--- config.mk ---
export PLATFORM = sky130hd
export DESIGN_NAME = hazard_ctrl
export DESIGN_NICKNAME = d
export VERILOG_FILES = /design/src/rtl/hazard_ctrl.sv
export SDC_FILE = /design/constraint.sdc
export NUM_CORES = 1
export LEC_CHECK = 0
export ABC_AREA = 1
export CAP_MARGIN = 20
export CORE_MARGIN = 10
export CORE_UTILIZATION = 25
export DETAILED_ROUTE_END_ITERATION = 12
export GPL_ROUTABILITY_DRIVEN = 0
export GPL_TIMING_DRIVEN = 1
export PLACE_DENSITY = 0.43
export SETUP_SLACK_MARGIN = 0.3
export SLEW_MARGIN = 10
export SYNTH_ARGS = -nofsm -noshare
export SYNTH_HDL_FRONTEND = slang
export SYNTH_SLANG_ARGS = --single-unit
--- constraint.sdc ---
create_clock -name clk -period 4 [get_ports clk]
set_input_delay 0.8 -clock clk [delete_from_list [all_inputs] [get_ports clk]]
set_output_delay 0.8 -clock clk [all_outputs]
set_load 0.01 [all_outputs]
--- src/rtl/hazard_ctrl.sv ---
// Pipeline hazard controller: load-use stall, taken-branch flush and
// multi-cycle data-memory freeze, with a saturating stall counter and sticky timeout.
module hazard_ctrl #(
    parameter int MEM_TIMEOUT = 255,
    parameter int CNT_W       = 16
) (
    input  logic             clk,
    input  logic             rst_n,
    input  logic [4:0]       id_rs,
    input  logic [4:0]       id_rt,
    input  logic             id_uses_rt,
    input  logic             ex_mem_read,
    input  logic [4:0]       ex_rt,
    input  logic             ex_branch_taken,
    input  logic             mem_busy,
    input  logic             mem_done,
    output logic             pc_write,
    output logic             ifid_write,
    output logic             idex_write,
    output logic             exmem_write,
    output logic             idex_bubble,
    output logic             ifid_flush,
    output logic             idex_flush,
    output logic [CNT_W-1:0] stall_cnt,
    output logic             mem_timeout,
    output logic [1:0]       dbg_state
);

    localparam int WAIT_W = (MEM_TIMEOUT < 1) ? 1 : $clog2(MEM_TIMEOUT + 1);
    localparam logic [WAIT_W-1:0] WAIT_MAX  = WAIT_W'(MEM_TIMEOUT);
    localparam logic [WAIT_W-1:0] WAIT_LAST = WAIT_W'(MEM_TIMEOUT - 1);

    typedef enum logic [1:0] {
        ST_RUN      = 2'd0,
        ST_LU_STALL = 2'd1,
        ST_FLUSH    = 2'd2,
        ST_MEM_WAIT = 2'd3
    } state_t;

    state_t             state_q, state_d;
    logic [WAIT_W-1:0]  wait_cnt_q, wait_cnt_d;
    logic               mem_timeout_q, mem_timeout_d;
    logic [CNT_W-1:0]   stall_q, stall_d;

    logic pc_w, ifid_w, idex_w, exmem_w, bubble, ifid_fl, idex_fl;
    logic load_use;

    assign load_use = ex_mem_read && (ex_rt != 5'd0) &&
                      ((ex_rt == id_rs) || (id_uses_rt && (ex_rt == id_rt)));

    always_comb begin
        state_d       = state_q;
        wait_cnt_d    = wait_cnt_q;
        mem_timeout_d = mem_timeout_q;
        stall_d       = stall_q;
        pc_w          = 1'b1;
        ifid_w        = 1'b1;
        idex_w        = 1'b1;
        exmem_w       = 1'b1;
        bubble        = 1'b0;
        ifid_fl       = 1'b0;
        idex_fl       = 1'b0;

        case (state_q)
            ST_RUN: begin
                // mem_busy outranks mem_done here; done only matters once waiting
                if (mem_busy) begin
                    pc_w       = 1'b0;
                    ifid_w     = 1'b0;
                    idex_w     = 1'b0;
                    exmem_w    = 1'b0;
                    wait_cnt_d = '0;
                    state_d    = ST_MEM_WAIT;
                end else if (ex_branch_taken) begin
                    ifid_fl = 1'b1;
                    idex_fl = 1'b1;
                    state_d = ST_FLUSH;
                end else if (load_use) begin
                    pc_w    = 1'b0;
                    ifid_w  = 1'b0;
                    bubble  = 1'b1;
                    state_d = ST_LU_STALL;
                end
            end
            ST_LU_STALL, ST_FLUSH: begin
                if (mem_busy) begin
                    pc_w       = 1'b0;
                    ifid_w     = 1'b0;
                    idex_w     = 1'b0;
                    exmem_w    = 1'b0;
                    wait_cnt_d = '0;
                    state_d    = ST_MEM_WAIT;
                end else begin
                    state_d = ST_RUN;
                end
            end
            ST_MEM_WAIT: begin
                if (!mem_done) begin
                    pc_w    = 1'b0;
                    ifid_w  = 1'b0;
                    idex_w  = 1'b0;
                    exmem_w = 1'b0;
                    if (wait_cnt_q != WAIT_MAX) begin
                        wait_cnt_d = wait_cnt_q + 1'b1;
                    end
                    // flag lands on the edge that completes the MEM_TIMEOUT-th wait cycle
                    if (wait_cnt_q >= WAIT_LAST) begin
                        mem_timeout_d = 1'b1;
                    end
                end else begin
                    state_d = ST_RUN;
                end
            end
            default: state_d = ST_RUN;
        endcase

        if (!pc_w && (stall_q != {CNT_W{1'b1}})) begin
            stall_d = stall_q + 1'b1;
        end
    end

    always_ff @(posedge clk or negedge rst_n) begin
        if (!rst_n) begin
            state_q       <= ST_RUN;
            wait_cnt_q    <= '0;
            mem_timeout_q <= 1'b0;
            stall_q       <= '0;
        end else begin
            state_q       <= state_d;
            wait_cnt_q    <= wait_cnt_d;
            mem_timeout_q <= mem_timeout_d;
            stall_q       <= stall_d;
        end
    end

    // All enables drop immediately while reset is held, independent of inputs
    assign pc_write    = rst_n & pc_w;
    assign ifid_write  = rst_n & ifid_w;
    assign idex_write  = rst_n & idex_w;
    assign exmem_write = rst_n & exmem_w;
    assign idex_bubble = rst_n & bubble;
    assign ifid_flush  = rst_n & ifid_fl;
    assign idex_flush  = rst_n & idex_fl;
    assign stall_cnt   = stall_q;
    assign mem_timeout = mem_timeout_q;
    assign dbg_state   = state_q;

endmodule

Word-level counts from Yosys, hierarchy flattened

Index checks and enable logic that the tools add are counted.
W data, S select, Z words.

Register bits: 27
Bits in latches: 0
RAM bits: 0
Memory bits (read-only): 0
Bits of input ports: 22
Word-level logic and storage cells: 61
Memories kept: 0

Add/subtract/negate cells: 2
Multiply operators: 0
Divide/modulo/power cells: 0
Order comparisons: 1
Equal/unequal tests: 12
Shift operators: 0
Multiplexer cells: 24
Bitwise gates (word level): 5
Reduce and logical (&&, ||, !) cells: 13

Operators by type and width:

| cell                    | number |
|---|---|
| $mux W8                 | 3 |
| $add A16 B1 Y16 const B | 1 |
| $ne A16 B16 Y1 const B  | 1 |
| $pmux W8 S2             | 1 |
| $mux W1                 | 12 |
| $eq A5 B5 Y1            | 2 |
| $mux W2                 | 5 |
| $add A8 B1 Y8 const B   | 1 |
| $ge A8 B8 Y1 const B    | 1 |
| $ne A8 B8 Y1 const B    | 1 |
| $ne A2 B2 Y1 const B    | 3 |
| $pmux W2 S3             | 1 |
| $reduce_and A3 Y1       | 2 |
| $reduce_bool A5 Y1      | 1 |
| $and A1 B1 Y1           | 4 |
| $eq A2 B2 Y1 const B    | 2 |
| $logic_and A1 B1 Y1     | 4 |
| $ne A4 B4 Y1 const B    | 1 |
| $pmux W1 S3             | 1 |
| $reduce_or A3 Y1        | 1 |
| $eq A2 B1 Y1 const B    | 1 |
| $logic_not A2 Y1        | 1 |
| $ne A2 B1 Y1 const B    | 1 |
| $pmux W1 S2             | 1 |
| other kinds (5)         | 5 |

Logic depth before layout (Yosys ltp)

Gate-level depths: netlist (run 1).

Depth after elaboration: 10
Mapped depth: 14

Worst setup path before layout (run 1)

No wires, ideal clock.

Kind: input port to output port
Start point: input port ex_rt[3]
End point: output port pc_write
Data arrival time: 1.879 ns
Data required time: 3.200 ns
Slack: 1.321 ns
Stages: 11
Path buffers: 2
Cells stage by stage: inv_2 -> nand4_1 -> o21ai_0 -> inv_1 -> nand2_2 -> nand2_2 -> nand2_2 -> nand2_4 -> buf_6 -> nor2_1 -> buf_4

Cells in the longest elaborated chain, start to end: 9
Elaborated cells on any way between the ends: 12
Classes of those cells: eq/ne: 2; mux: 4; bitwise: 1; reduce/logical: 5

RTL lines:

| item                      | RTL line | RTL |
|---|---|---|
| from (decl)               | 13       | `input logic [4:0] ex_rt,` |
| $eq A5 B5 Y1              | 49       | `((ex_rt == id_rs) \|\| (id_uses_rt && (ex_rt == id_rt)));` |
| $logic_and A1 B1 Y1       | 49       |  |
| $logic_or A1 B1 Y1        | 49       |  |
| $logic_and A1 B1 Y1 (*)   | 48       | `assign load_use = ex_mem_read && (ex_rt != 5'd0) &&` |
| $mux W1 (*) (3 in series) | --       |  |
| $pmux W1 S3 (*)           | --       |  |
| $and A1 B1 Y1 (*)         | --       |  |
| to (decl)                 | 17       | `output logic pc_write,` |

Every way passes the cells marked *; elsewhere a longest branch is shown, timed or not.

Worst setup path after layout (run 1)

Start point: input port ex_rt[4]
End point: output port ifid_write

Cells in the longest elaborated chain, start to end: 9
Elaborated cells on any way between the ends: 12
Classes of those cells: eq/ne: 2; mux: 4; bitwise: 1; reduce/logical: 5

RTL lines:

| item                    | RTL line | RTL |
|---|---|---|
| $eq A5 B5 Y1            | 49       |  |
| $logic_and A1 B1 Y1     | 49       |  |
| $logic_or A1 B1 Y1      | 49       |  |
| $logic_and A1 B1 Y1 (*) | 48       |  |
| $mux W1 (*)             | 78       | `end else if (load_use) begin` |
| $mux W1 (*)             | 74       | `end else if (ex_branch_taken) begin` |
| $mux W1 (*)             | 67       | `if (mem_busy) begin` |
| $pmux W1 S3 (*)         | 64       | `case (state_q)` |
| $and A1 B1 Y1 (*)       | 138      | `assign ifid_write = rst_n & ifid_w;` |
| to (decl)               | 18       | `output logic ifid_write,` |

Marked as above.

==> flow_summary_export.csv, run 1 <==
group,metric,value,unit
run_status,outcome,"finished clean",
cells_and_area,final_cell_mix,"nand2_1, clkdlybuf4s50_1, inv_1",
clock_tree,numCtsBuffers,3,
global_route,grt_pass1_vias,1744,
synth,synth_edf_count,0,
drt,vias,1765,
synth,ys_ff_latch,27,
drt,drc,0,
worst_setup_path,worstSetupPathType,"input port to output pin",
worst_setup_path,cp-start-kind,"input port",
synth,netlist.area_leader.share,35.8,%
clock_tree,post_cts_buffers,0,
cells_and_area,final_common_cell,"nand2_1",
synth,yosysSeqAreaShare,35.8,%
power_and_ir_drop,p_sw_share,41.6,%
worst_setup_path,cp_max_fo,25,
timing,timing.fmax,0.287,GHz
timing,worst_pin_slew,0.392,ns
clock_tree,clk_pin_slew,0.09,ns
synth,netlist_area,0.00189,sq mm
synth,synthCells,278,
power_and_ir_drop,p_per_area,424,mW/mm^2
placed_design,place_inst,420,
floorplanning,ios,48,
floorplanning,die_h,107,microns
clock_tree,clk_latency,0.27,ns
timing,fin_skew,0.00774,ns
placed_design,place_ws,0.398,ns
cells_and_area,nets,354,
power_and_ir_drop,switchingPower,0.000441,W
floorplanning,die_w,107,microns
global_route,grt_overflow_total,0,
min_path,hp-class,"flip-flop to flip-flop",
drt,postRouteAntennaNets,0,
worst_setup_path,crit_path_end_kind,"output pin",
synth,ys_types,27,
synth,yosys.area.top_type,"dfrtp_1",
drt,drt_first_iter_violations,38,
synth,ys_warn_count,0,
worst_setup_path,cp_top_family,"buffers and inverters",
cells_and_area,syn2layout_area_growth,32.5,%
timing,period_share,87.1,%
drt,routed_wl,4680,microns
timing,post-route-min-period,3.48,ns
drt,vias_per_cell,4.16,
worst_setup_path,timing.critical_path.cells,"clkdlybuf4s50_1 -> nand2_1 -> nand2_1 -> nor2_1 -> nand3_1 -> nand2_1 -> nand2_2 -> nand2_2 -> nand2_2 -> nand2_8 -> nor2_2 -> clkdlybuf4s50_1",
drt,wl_per_cell,11.0,microns
clock_tree,h-tree-depth,1,
clock_tree,cts_buffer_depth,2,
job,drv_cap,0,
cells_and_area,diodes,0,
power_and_ir_drop,clockPowerShare,15.0,%
global_route,grt_max_degree,26,
floorplanning,initial_core_util,25.9,%
placed_design,portBuffers,47,
worst_setup_path,arrival,2.68,ns
synth,syn_nets,306,
power_and_ir_drop,peakVddDrop,0.225,mV
timing,slew_viol_final,0,
timing,grt_setup_unrepaired,"no",
cells_and_area,fin_cells,424,
global_route,track_usage,8.34,%
cells_and_area,drive_gt1_share,7.69,%
power_and_ir_drop,p_leak,1.22,nW
timing,setup_viol,0,
synth,ys_async_sr_fraction,100,%
placed_design,post-dp-hpwl,3840,microns
timing,hold_viol,0,
synth,syn_area_per_cell,6.79,sq um
worst_setup_path,max_stage_delay,0.55,ns
timing,relSlewSlack,73.6,%
worst_setup_path,slowest_stage,"clkdlybuf4s50_1",
clock_tree,cts_root_buf,"clkbuf_8",
drt,first_pass_iters,6,
power_and_ir_drop,internal-power,0.000620,W
worst_setup_path,worst-path-buf-inv,2,
power_and_ir_drop,power.share.combinational,50.1,%
floorplanning,rows,31,
global_route,grt_pass1_wl,8020,microns
timing,tns,0,ns
worst_setup_path,critical_path_required,3.20,ns
timing,finalWorstSetupSlack,0.518,ns
power_and_ir_drop,sequentialPowerShare,34.9,%
global_route,antenna_found_initial,0,
synth,synth.area.top_cells,"dfrtp_1, nand2_1, nand3_1",
synth,ys_dominant_reg_cell,"dfrtp_1",
clock_tree,cts_tree,"yes",
floorplanning,fp.dieArea,0.0114,sq mm
floorplanning,core,0.00729,sq mm
worst_setup_path,r2r_slack,2.11,ns
clock_tree,cts_sinks,27,
per-stage QoR:
| step | utilization [%] | hold WS [ns] | total power [W] | instance area, sq um |
|---|---|---|---|---|
| 3_3_place_gp | 33.5 | 0.475 | 0.000908 | 2440 |
| 5_1_grt | 34.3 | 0.516 | 0.00116 | 2500 |
| 2_1_floorplan | - | 0.445 | 0.000729 | 1890 |
| 3_5_place_dp | 33.5 | 0.475 | 0.000904 | 2440 |
| 6_report | 34.3 | 0.481 | 0.00106 | 2500 |
| 4_1_cts | 34.1 | 0.490 | 0.00107 | 2490 |
final cells by class:
cell class                      count  area (sq um)
Clock buffer                        4          45.0
Fill cell                         797          4790
Inverter                           47           176
Multi-Input combinational cell    198           993
Sequential cell                    27           676
Tap cell                           99           124
Timing Repair Buffer               49           485
power by group through the flow:
stage / registers (W) / logic (W) / clock network [W]
5_1_grt: 0.000380 / 0.000604 / 0.000179
4_1_cts: 0.000372 / 0.000528 / 0.000166
6_report: 0.000371 / 0.000532 / 0.000159
3_3_place_gp: 0.000379 / 0.000529 / 0
3_5_place_dp: 0.000378 / 0.000526 / 0
2_1_floorplan: 0.000388 / 0.000342 / 0
metal layers:
layer  track usage [%]  wire [microns]  up-vias
met5                 0               0        -
met4              2.71              44        0
met3              1.44             145        2
met2              14.7            2330       22
met1              9.97            2160      790
li1                  -               -      951
state kept, by name, summed over array words and instances, names as in the netlist:
name,cells
stall_cnt,16
mem_timeout,1
wait_cnt_q,8
dbg_state,2
timing repair:
| item | 4_1_cts | 5_1_grt |
|---|---|---|
| hold buffers | 0 | 0 |
| gates resized for setup | 0 | 2 |
| setup endpoints to repair | 0 | 2 |
cells in the mapped netlist (2+ instances only):
library cell / instances
ha_1: 6
nand3_1: 29
buf_6: 2
nand2_1: 92
nand4_1: 2
inv_2: 8
nor2_1: 25
xnor2_1: 4
o21ai_0: 8
buf_4: 4
nor3_1: 7
dfrtp_1: 27
xor2_1: 5
nand2_4: 2
inv_1: 38
a21oi_1: 4
nor2_2: 2
nand2_2: 4
cell families after synthesis:
| group | share of synthesized area (%) |
|---|---|
| DFF | 35.8 |
| adders and majority gates | 3.98 |
| AOI/OAI and AO/OA | 5.17 |
| and+or+nand+nor | 38.7 |
| buffers and inverters | 12.1 |
| xor gates and xnor gates | 4.18 |
worst reg2reg max path: cells and delay by family, from the launching register on:
family / cells / cell delay, ns
and+or+nand+nor: 6 / 0.94
buffers and inverters: 1 / 0.23
adders and majority gates: 1 / 0.20
DFF: 1 / 0.42
path summary, 6_finish.rpt:
path	cells after the start	endpoint	startpoint
max	12	ifid_write	ex_rt[4]
min	1	wait_cnt_q[2]	wait_cnt_q[2]
max reg2reg	8	stall_cnt[5]	stall_cnt[0]
min reg2reg	1	wait_cnt_q[2]	wait_cnt_q[2]
max in group asynchronous	2	wait_cnt_q[7]	rst_n
min in group asynchronous	2	stall_cnt[1]	rst_n
No activity file was read; power rests on OpenSTA's default activity.
==> run 2: changes to the inputs <==
- CORE_MARGIN: 10 -> unset
==> run 2 against run 1 <==
First-iteration DRC count increased by 34%. Wire length decreased by 6.8%. Core utilization decreased by 0.14 points.
==> flow_summary_export.csv, run 2 (synthesis gave the netlist of run 1 again) <==
group,metric,value,unit
run_status,outcome,"finished clean",
timing,worst_pin_slew,0.388,ns
clock_tree,ctsResizeCount,0,
global_route,grt_pass1_vias,1629,
cells_and_area,syn2layout_area_growth,32.0,%
clock_tree,cts_buffer_depth,2,
clock_tree,h-tree-depth,1,
drt,drt_first_iter_violations,51,
clock_tree,numCtsBuffers,3,
worst_setup_path,slowest_stage,"clkdlybuf4s50_1",
worst_setup_path,critical_path_required,3.20,ns
drt,postRouteAntennaNets,0,
floorplanning,fp.dieArea,0.00790,sq mm
power_and_ir_drop,p_per_area,425,mW/mm^2
floorplanning,ios,48,
worst_setup_path,cp_max_fo,3,
worst_setup_path,worstSetupPathType,"input port to output pin",
timing,slew_viol_final,0,
drt,vias_per_cell,4.16,
clock_tree,cts_tree,"yes",
job,drv_cap,0,
drt,routed_wl,4360,microns
floorplanning,core,0.00729,sq mm
global_route,grt_overflow_total,0,
worst_setup_path,timing.critical_path.cells,"clkdlybuf4s50_1 -> inv_2 -> nand4_1 -> o21ai_0 -> inv_1 -> nand2_2 -> nand2_2 -> nand2_2 -> nand2_4 -> nor2_1 -> clkdlybuf4s50_1",
power_and_ir_drop,finalPower,0.00106,W
clock_tree,clk_latency,0.27,ns
drt,wl_per_cell,10.3,microns
placed_design,post-dp-hpwl,3450,microns
worst_setup_path,crit_path_end_kind,"output pin",
power_and_ir_drop,p_leak,1.23,nW
drt,first_pass_iters,4,
global_route,grt_max_degree,28,
timing,tns,0,ns
cells_and_area,largest_reg_flops,16,
timing,setup_viol,0,
floorplanning,rows,31,
clock_tree,clk_pin_slew,0.09,ns
cells_and_area,multiInputGateArea,982,sq um
clock_tree,hold_buffers,0,
floorplanning,die_h,88.9,microns
floorplanning,initial_core_util,25.9,%
floorplanning,die_w,88.9,microns
timing,relSlewSlack,73.9,%
cells_and_area,nets,354,
global_route,grt_pass1_wl,7320,microns
worst_setup_path,critical_path.most_common_cell,"nand2_2",
timing,post-route-min-period,3.44,ns
cells_and_area,n_fill_cell,831,
timing,period_share,85.9,%
worst_setup_path,worst-path-buf-inv,4,
clock_tree,cts_root_buf,"clkbuf_8",
global_route,track_usage,11.7,%
worst_setup_path,cp_top_family,"buffers and inverters",
cells_and_area,final_common_cell,"nand2_1",
drt,vias,1763,
cells_and_area,diodes,0,
placed_design,portBuffers,47,
worst_setup_path,arrival,2.64,ns
clock_tree,post_cts_buffers,0,
worst_setup_path,max_stage_delay,0.59,ns
drt,drc,0,
worst_setup_path,cp-start-kind,"input port",
power_and_ir_drop,peakVddDrop,0.133,mV
timing,grt_setup_unrepaired,"no",
timing,fin_skew,0.0108,ns
min_path,hp-class,"flip-flop to flip-flop",
cells_and_area,drive_gt1_share,7.69,%
timing,hold_viol,0,
timing,timing.fmax,0.291,GHz
cells_and_area,regArea,676,sq um
global_route,antenna_found_initial,0,
cells_and_area,final_cell_mix,"nand2_1, clkdlybuf4s50_1, inv_1",
clock_tree,cts_sinks,27,
run 2: changes by cell type in the layout (fill, tap and decap cells not counted):
cell,previous run,this run
clkbuf_1,1,0
clkinv_2,0,1
nand2_4,1,2
nand2_8,1,0
nor2_1,24,25
nor2_2,3,2
run 2: final timing paths:
check | startpoint | to | slack (ns) | cells after the start
min in group asynchronous | rst_n | stall_cnt[5] | 1.03 | 2
worst max register to register | stall_cnt[0] | stall_cnt[3] | 2.08 | 8
worst min register to register | mem_timeout | mem_timeout | 0.48 | 1
worst min-delay path | mem_timeout | mem_timeout | 0.48 | 1
worst max-delay path | ex_rt[2] | pc_write | 0.56 | 11
max in group asynchronous | rst_n | dbg_state[1] | 2.70 | 2
run 2: cell type report:
| type | instances | area share (%) |
|---|---|---|
| multi-input combinational | 198 | 39.4 |
| sequential | 27 | 27.1 |
| timing repair buffer | 49 | 19.5 |
| inverter | 47 | 7.09 |
| tap | 99 | 4.97 |
| clock buffer | 3 | 1.66 |
| clock inverter | 1 | 0.201 |
run 2: power by group:
part | leakage (nW) | internal [W] | switching [W]
clock network | 0.0255 | 0.0000698 | 0.0000884
registers | 0.366 | 0.000321 | 0.0000525
logic | 0.834 | 0.000229 | 0.000297
run 2: worst register-to-register path, cell delays in order, from the launching register on:
cell and delay [ns]:
dfrtp_1 0.42, ha_1 0.21, nand2_1 0.11, nor3_4 0.26, nand4_2 0.37, clkinv_1 0.22, nor2_1 0.08, nand3_1 0.08
nand2_1 0.05
run 2: routing by layer:
metal / vias to the layer above / share of wire (%) / track usage, % / routed length [microns]
met1: 786 / 50 / 15.8 / 2170
met5: - / 0 / 0 / 0
met4: 0 / 0.53 / 2.64 / 23
li1: 953 / - / - / -
met3: 2 / 2.5 / 1.77 / 111
met2: 22 / 47 / 19.7 / 2050
run 2: through the flow:
stage / setup slack [ns] / hold WS [ns] / utilization [%] / area [sq um] / instances
CTS: 0.503 / 0.492 / 34.1 / 2490 / 424
detailed placement: 0.506 / 0.464 / 33.5 / 2440 / 420
finish: 0.562 / 0.479 / 34.1 / 2490 / 424
floorplan: 1.32 / 0.445 / - / 1890 / 278
global route: 0.370 / 0.531 / 34.1 / 2490 / 424
global placement: 0.573 / 0.476 / 33.5 / 2440 / 420
